==> config.mk <==
export PLATFORM = sky130hd
export DESIGN_NAME = aux_bram_wr_master
export DESIGN_NICKNAME = d
export VERILOG_FILES = /design/src/rtl/aux_bram_wr_master.sv
export SDC_FILE = /design/constraint.sdc
export NUM_CORES = 1
export LEC_CHECK = 0
export CORE_AREA = 2 2 246 248
export CTS_CLUSTER_DIAMETER = 30
export CTS_CLUSTER_SIZE = 40
export DETAILED_ROUTE_END_ITERATION = 12
export DIE_AREA = 0 0 248 250
export SETUP_SLACK_MARGIN = 0.1
export SLEW_MARGIN = 40
export SYNTH_ARGS = -nofsm -noshare
export SYNTH_HDL_FRONTEND = slang
export SYNTH_SLANG_ARGS = --single-unit
export TNS_END_PERCENT = 100
==> constraint.sdc <==
create_clock -name clk -period 8.72 [get_ports clk]
set_input_delay 1.308 -clock clk [delete_from_list [all_inputs] [get_ports clk]]
set_output_delay 1.308 -clock clk [all_outputs]
set_load 0.02 [all_outputs]
==> src/rtl/aux_bram_wr_master.sv <==
// Write initiator for the auxiliary BRAM slave: splits one descriptor into bursts of
// command + data words. Optional completion watchdog under AUX_WR_TIMEOUT_EN.
module aux_bram_wr_master #(
   parameter int DATA_W     = 256,
   parameter int LOG2_BURST = 4,
   parameter int PD_W       = 2 + LOG2_BURST + 32 + DATA_W
`ifdef AUX_WR_TIMEOUT_EN
   , parameter int TIMEOUT_CYC = 1024
`endif
) (
   input  logic              clk,
   input  logic              rst_n,
   input  logic              start,
   input  logic [31:0]       start_addr,
   input  logic [31:0]       total_beats,
   output logic              busy,
   output logic              done,
   input  logic              in_vld,
   output logic              in_rdy,
   input  logic [DATA_W-1:0] in_dat,
   output logic              wr_req_vld,
   output logic [PD_W-1:0]   wr_req_pd,
   input  logic              wr_complete
`ifdef AUX_WR_TIMEOUT_EN
   , output logic            timeout
`endif
);

   localparam int          BW    = LOG2_BURST + 1;
   localparam logic [31:0] BURST = 32'(1) << LOG2_BURST;
   localparam int          BSH   = $clog2(DATA_W / 8);

   typedef enum logic [1:0] {IDLE, CMD, DATA, WAIT_CMPL} state_t;

   state_t                state_q;
   logic [31:0]           addr_q;
   logic [31:0]           remaining_q;
   logic [BW-1:0]         beats_q;
   logic                  last_q;
   logic [LOG2_BURST-1:0] cnt_q;
   logic                  wr_req_vld_q;
   logic [PD_W-1:0]       wr_req_pd_q;
   logic                  done_q;
`ifdef AUX_WR_TIMEOUT_EN
   logic [15:0]           tmo_cnt_q;
   logic                  timeout_q;
`endif

   logic [BW-1:0]         beats_d;
   logic                  last_d;
   logic                  last_beat_d;
   logic [PD_W-1:0]       cmd_pd_d;
   logic [PD_W-1:0]       dat_pd_d;

   always_comb begin
      beats_d     = (remaining_q > BURST) ? BURST[BW-1:0] : remaining_q[BW-1:0];
      last_d      = (remaining_q <= BURST);
      last_beat_d = ({1'b0, cnt_q} == (beats_q - BW'(1)));
      cmd_pd_d                       = '0;
      cmd_pd_d[PD_W-1]               = 1'b1;
      cmd_pd_d[32+LOG2_BURST]        = last_d;
      cmd_pd_d[32 +: LOG2_BURST]     = LOG2_BURST'(beats_d - BW'(1));
      cmd_pd_d[31:0]                 = addr_q;
      dat_pd_d                       = '0;
      dat_pd_d[DATA_W-1:0]           = in_dat;
   end

   always_ff @(posedge clk or negedge rst_n) begin
      if (!rst_n) begin
         state_q      <= IDLE;
         addr_q       <= '0;
         remaining_q  <= '0;
         beats_q      <= '0;
         last_q       <= 1'b0;
         cnt_q        <= '0;
         wr_req_vld_q <= 1'b0;
         wr_req_pd_q  <= '0;
         done_q       <= 1'b0;
`ifdef AUX_WR_TIMEOUT_EN
         tmo_cnt_q    <= '0;
         timeout_q    <= 1'b0;
`endif
      end else begin
         // Bus word and pulses are single-cycle unless re-issued below.
         wr_req_vld_q <= 1'b0;
         wr_req_pd_q  <= '0;
         done_q       <= 1'b0;
`ifdef AUX_WR_TIMEOUT_EN
         timeout_q    <= 1'b0;
`endif
         case (state_q)
            IDLE: begin
               if (start) begin
                  if (total_beats != '0) begin
                     addr_q      <= start_addr;
                     remaining_q <= total_beats;
                     state_q     <= CMD;
                  end else begin
                     done_q <= 1'b1;
                  end
               end
            end
            CMD: begin
               wr_req_vld_q <= 1'b1;
               wr_req_pd_q  <= cmd_pd_d;
               beats_q      <= beats_d;
               last_q       <= last_d;
               cnt_q        <= '0;
               state_q      <= DATA;
            end
            DATA: begin
               if (in_vld) begin
                  wr_req_vld_q <= 1'b1;
                  wr_req_pd_q  <= dat_pd_d;
                  cnt_q        <= cnt_q + LOG2_BURST'(1);
                  if (last_beat_d) begin
                     if (last_q) begin
                        state_q <= WAIT_CMPL;
                     end else begin
                        addr_q      <= addr_q + (32'(beats_q) << BSH);
                        remaining_q <= remaining_q - 32'(beats_q);
                        state_q     <= CMD;
                     end
                  end
               end
            end
            WAIT_CMPL: begin
`ifdef AUX_WR_TIMEOUT_EN
               if (wr_complete) begin
                  done_q    <= 1'b1;
                  tmo_cnt_q <= '0;
                  state_q   <= IDLE;
               end else if (tmo_cnt_q == 16'(TIMEOUT_CYC - 1)) begin
                  done_q    <= 1'b1;
                  timeout_q <= 1'b1;
                  tmo_cnt_q <= '0;
                  state_q   <= IDLE;
               end else begin
                  tmo_cnt_q <= tmo_cnt_q + 16'd1;
               end
`else
               if (wr_complete) begin
                  done_q  <= 1'b1;
                  state_q <= IDLE;
               end
`endif
            end
            default: state_q <= IDLE;
         endcase
      end
   end

   assign busy       = (state_q != IDLE);
   assign in_rdy     = (state_q == DATA);
   assign done       = done_q;
   assign wr_req_vld = wr_req_vld_q;
   assign wr_req_pd  = wr_req_pd_q;
`ifdef AUX_WR_TIMEOUT_EN
   assign timeout    = timeout_q;
`endif

endmodule

==> results.ini <==
[finish]
nets=2166
final_cell_mix=584 x clkdlybuf4s50_1, 335 x dfrtp_1, 221 x and2_1, 88 x clkbuf_16, 60 x nand2_1
final_layout_size_suffix_gt1_share_pct=9.88
fin_util_pct=39.3
syn_to_final_growth_pct=69.7
layout_commonest_cell=clkdlybuf4s50_1

[setup_path]
crit_buf_inv=3
cp.arrival_ns=2.80
timing.rr.start=beats_q[1]
crit_type=register to output port
crit_fanout=38
r2r_cells=9
cp_num_cells=4
critPathMaxStageDelay_ns=0.69
endpoint_kind=output port
rrSetupSlack_ns=5.27
cp-start-kind=register
crit_start=state_q[0]
cp_top_family=buffers and inverters
critPathRequiredTime_ns=7.41
r2r-end=addr_q[23]
cp_slowest_cell=clkdlybuf4s50_1
crit_end=in_rdy
crit_chain=inv_1, ha_2, buf_4, clkdlybuf4s50_1

[min_path]
hold-path-cell-count=1
hp-class=register to register

[power]
leakage_nw=10.1
switching_share_pct=34.5
ir_drop_mv=0.188
power_frac_comb_pct=29.6
total_power_mw=7.71
powerDensity_nw_per_um2=330
p_sw_mw=2.66
power.internal_mw=5.05
p_seq_share_pct=28.5
pwr-share-clk_pct=41.9

[drt]
drt_first_pass_iters=5
routed-via-count=12200
ant_nets=0
wirelength_mm=64.7
viasPerCell=4.56
wl_per_cell_um=24.2
drcViolationCount=0
drt_iter0_drc=749

[place]
dp_slack_ns=4.26
gp_congestion=0.890
io_buffers=585
place_hpwl_mm=49.3

[timing]
rsz0062_at_grt=false
timing.final.max_slew_violations=0
fin_crit_ns=4.11
fin_crit_sh_pct=47.1
finClkSkew_ns=0.0167
timing.fmax_mhz=244
hold_viol=0
worst_pin_slew_ns=0.815
finalSetupTns_ns=0
setup_violations=0
setup_slack_ns=4.61
slew_headroom_pct=45.3

[synthesis]
yosysTopAreaCell=dfrtp_1
synthArstFlopShare_pct=100
ys_top_cells_by_area=dfrtp_1 61%, and2_1 10%, buf_4 2.0%, o21ai_0 1.9%, clkbuf_1 1.9%
avgSynthCellArea_um2=11.4
synth_seq_cells=335
synth_flop_cell=dfrtp_1
seq_area_frac_synth_pct=60.8
ys_warn_count=0
synth_edf_count=0
ys_types=67
syn_area_um2=13800
synth_cells=1208
synth_top_area_share_pct=60.8

[clock_network]
clockRootBuffer=clkbuf_16
htreeDepth=3
clkTransAtPathRegs_ns=0.04
cts.sinks=335
clock_path_buffers=3
clk_latency_ns=0.62
postCtsResizedCells=0
post_cts_buffers=0
hold_buffers=0
cts_tree=built
cts_buffers=88

[grt]
grt.total_usage_pct=20.3
grt_pass1_vias=12500
overflow=0
grt_max_degree=135
antenna_found_initial=24
grt_pass1_wl_mm=90.1

[outcome]
outcome=completed

[floorplan]
dieArea_um2=62000
dieWidth_um=248
core-area_um2=59600
die_h_um=250
initial_utilization_pct=23.1
ios=623
rows=90

[job]
drv_cap=0

==> worst min path at each step <==
stage                     from              end  slack, ns
2_1_floorplan  remaining_q[28]  remaining_q[28]       0.46
3_3_place_gp         addr_q[0]     wr_req_pd[0]       0.48
3_5_place_dp         addr_q[0]     wr_req_pd[0]       0.49
4_1_cts              addr_q[0]     wr_req_pd[0]       0.49
5_1_grt              addr_q[0]     wr_req_pd[0]       0.52
6_report             addr_q[0]     wr_req_pd[0]       0.49
==> metal layers <==
layer	routed length [um]	global-route usage [%]	up-vias
met5	118	0	-
met1	25800	24.9	6103
met2	30400	32.3	592
met3	7030	8.18	97
met4	1410	6.55	18
li1	-	-	5399
==> worst register-to-register path: stages (launching register included) <==
cell and delay (ns):
dfrtp_1 0.45, inv_1 0.19, ha_1 0.21, nor3b_1 0.26, xnor2_1 0.17, o41ai_2 0.64, nand2_2 0.42, buf_4 0.41
or4_1 0.55, o211ai_1 0.10
==> synth_stat cells (3+ instances only) <==
library cell,number
dfrtp_1,335
and2_1,221
clkbuf_1,68
nand2_1,61
o21ai_0,53
buf_4,37
nor3_1,36
nor2_1,33
a21oi_1,32
nand3_1,32
a22o_1,29
nor4_1,25
inv_1,23
ha_1,17
a22oi_1,16
or4_1,13
mux2i_1,11
or3_1,10
a211oi_1,9
a32oi_1,9
nand4_1,9
a211o_1,8
a31oi_1,7
and3_1,7
nand2b_1,7
o211ai_1,7
mux2_2,6
o31ai_1,6
xnor2_1,6
a32o_1,5
o21a_1,5
xor2_1,5
buf_1,4
nand4b_1,4
nor2b_1,4
o31a_1,4
or2_2,4
nor4b_1,3
or4_4,3
==> cell families (layout without fill, tap and decap cells) <==
group           after synthesis  count (layout)  synth area share (%)
compound gates              212             212                  10.7
xor+xnor                     11              11                 0.699
fa+ha+maj                    19              19                  1.83
buf+inv                     135             783                  4.75
flops                       335             335                  60.8
mux                          17              17                  1.29
other cells                   1              39                0.0272
simple gates                478             478                  19.9
==> metrics by stage <==
stage,hold WS [ns],cell area (um^2),instances
2_1_floorplan,0.456,13900,1244
3_3_place_gp,0.482,20300,2513
3_5_place_dp,0.487,20300,2513
4_1_cts,0.494,23300,2673
5_1_grt,0.517,23400,2675
6_report,0.495,23400,2676
==> state kept, by name, indices dropped and copies added, names as in the netlist <==
register and cells:
cnt_q 4, wr_req_vld 1, state_q 2, beats_q 5, wr_req_pd 257, remaining_q 32, last_q 1, addr_q 32
done 1
==> power groups by stage <==
stage | registers [mW] | logic [mW] | clock network (mW)
floorplan | 2.36 | 1.04 | 0
finish | 2.20 | 2.28 | 3.23
global placement | 2.20 | 2.25 | 0
global route | 2.24 | 2.46 | 3.38
CTS | 2.19 | 2.30 | 3.29
detailed placement | 2.21 | 2.29 | 0
==> cell type report <==
type,instances,area [um^2]
diodes,2,5.00
clock buffers,117,2430
clock inverters,43,566
fillers,5650,36200
inverters,24,90.1
multi-input cells,774,4920
flip-flops and latches,335,8380
well taps,782,978
repair buffers,599,6010
Power figures use the tool's default switching activity.
==> variant (same flow settings) <==
Build with the macro `AUX_WR_TIMEOUT_EN` defined.
--- a/src/rtl/aux_bram_wr_master.sv
+++ b/src/rtl/aux_bram_wr_master.sv
@@ -1,5 +1,7 @@
 // Write initiator for the auxiliary BRAM slave: splits one descriptor into bursts of
 // command + data words. Optional completion watchdog under AUX_WR_TIMEOUT_EN.
+`define AUX_WR_TIMEOUT_EN
+
 module aux_bram_wr_master #(
    parameter int DATA_W     = 256,
    parameter int LOG2_BURST = 4,
Check against the original RTL (old outputs only; new: timeout): no difference found for any inputs over 4 cycles, from zero or initial values and one cycle with rst_n low; that may be too few to reach the edited logic, so the function may still have changed.
==> variant against the original RTL <==
- routed wire length fell by 1.1%
- register-to-register slack got worse by 0.06 ns
- area after synthesis rose by 4.7%
- highest routed layer unchanged
- final area rose by 4.4%
- sequential cell count rose by 17
- via count rose by 3.1%
- total power rose by 4.3%
- worst setup slack got worse by 0.051 ns
==> variant: results (changes against the original RTL) <==
status - completed (unchanged)
largest cells by area after synthesis - dfrtp_1 61%, and2_1 9.6%, nand2_1 2.4% (was dfrtp_1 61%, and2_1 10%, buf_4 2.0%)
sequential share of cell area - 36.1% (was 35.8%)
pin count of the biggest net entering global routing - 183 (was 135)
Worst setup startpoint - total_beats[3] (was state_q[0])
Routability Congestion - 0.875 (was 0.890)
nets@finish - 2234 (was 2166)
vias per cell - 4.57 (was 4.56)
Clock Buffer Count - 119 (was 117)
antenna cells - 3 (was 2)
Netlist cell types - 68 (was 67)
wirelength, routed - 64.0 mm (was 64.7 mm)
drt first-iter violations - 680 (was 749)
Worst Hold End - addr_q[3] (was wr_req_pd[0])
Port-buffer cells - 586 (was 585)
GRT Overall Usage - 20.1% (was 20.3%)
dpl cells - 2576 (was 2513)
Critical Path Sink - addr_q[12] (was in_rdy)
drt wl/cell - 23.3 µm (was 24.2 µm)
hold slack final - 0.475 ns (was 0.495 ns)
first-pass GRT wire length - 90.3 mm (was 90.1 mm)
final setup margin - 4.56 ns (was 4.61 ns)
adder-cell share of the synthesized area - 1.84% (was 1.83%)
crit path max fanout - 25 (was 38)
invs w/o clock - 19 (was 24)
sequential element share of the synthesized area - 61.1% (was 60.8%)
worst r2r dst - addr_q[25] (was addr_q[23])
cells after synthesis - 1267 (was 1208)
filler instances - 5621 (was 5650)
multiplexer share of the synthesized area - 0.781% (was 1.29%)
XOR/XNOR share of the synthesized area - 1.21% (was 0.699%)
worst vdd ir - 228 µV (was 188 µV)
Register-to-Register Path Depth - 10 (was 9)
Final clock-cell share - 13.7% (was 12.8%)
Non-CTS buffers - 597 (was 599)
pwr/cell area - 330 nW/µm² (about the same)
multi-input gates - 827 (was 774)
antenna violations before repair - 25 (was 24)
Setup Crit Path Kind - input port to flop (was flop to output pin)
Post-DP Area - 21000 µm² (was 20300 µm²)
most instantiated cells after synthesis - 352 x dfrtp_1, 222 x and2_1, 91 x nand2_1 (was 335 x dfrtp_1, 221 x and2_1, 68 x clkbuf_1)
skew final - 0.0449 ns (was 0.0167 ns)
Worst Tran Pin Value - 0.932 ns (was 0.815 ns)
vias in the first global route - 12800 (was 12500)
Worst-Skew Late Latency - 0.64 ns (was 0.62 ns)
total CTS buffers - 92 (was 88)
Data buffer area share - 24.6% (was 25.7%)
pre-CTS setup slack - 3.70 ns (was 4.26 ns)
Reg2Reg Setup Slack - 5.21 ns (was 5.27 ns)
multi-input logic area - 5190 µm² (was 4920 µm²)
post-synthesis compound-gate area fraction - 11.0% (was 10.7%)
Leakage Power - 10.7 nW (was 10.1 nW)
layout cells sized above 1 - 9.97% (was 9.88%)
## variant: cell families after synthesis
family,Yosys count
other,1
AND/OR/NAND/NOR,517
flip-flops,352
AO/OA/AOI/OAI,222
buffers and inverters,124
multiplexers,11
XOR/XNOR,20
adder cells (fa/ha/maj),20
## variant: worst max-delay path, cell delays in order
cell	delay (ns)
clkdlybuf4s50_1	0.43
nor4_1	0.68
nand2_1	0.14
or4_1	0.60
o211a_2	0.40
a21oi_4	0.50
buf_4	0.40
a22oi_1	0.12
o21ai_1	0.12
## variant: power breakdown
group | switching (mW) | leakage [nW] | internal (mW)
registers | 0.323 | 4.72 | 2.01
clock network | 1.11 | 1.60 | 2.47
logic | 1.22 | 4.33 | 0.918
total | 2.65 | 10.7 | 5.39
## variant: layer usage
layer  part of all wire [%]  up-vias  track usage, %
li1                       -     5614               -
met1                     38     6235            23.1
met2                     49      570            33.8
met3                    9.0      131            6.87
met4                    3.3       32            7.97
met5                   0.33        -               0
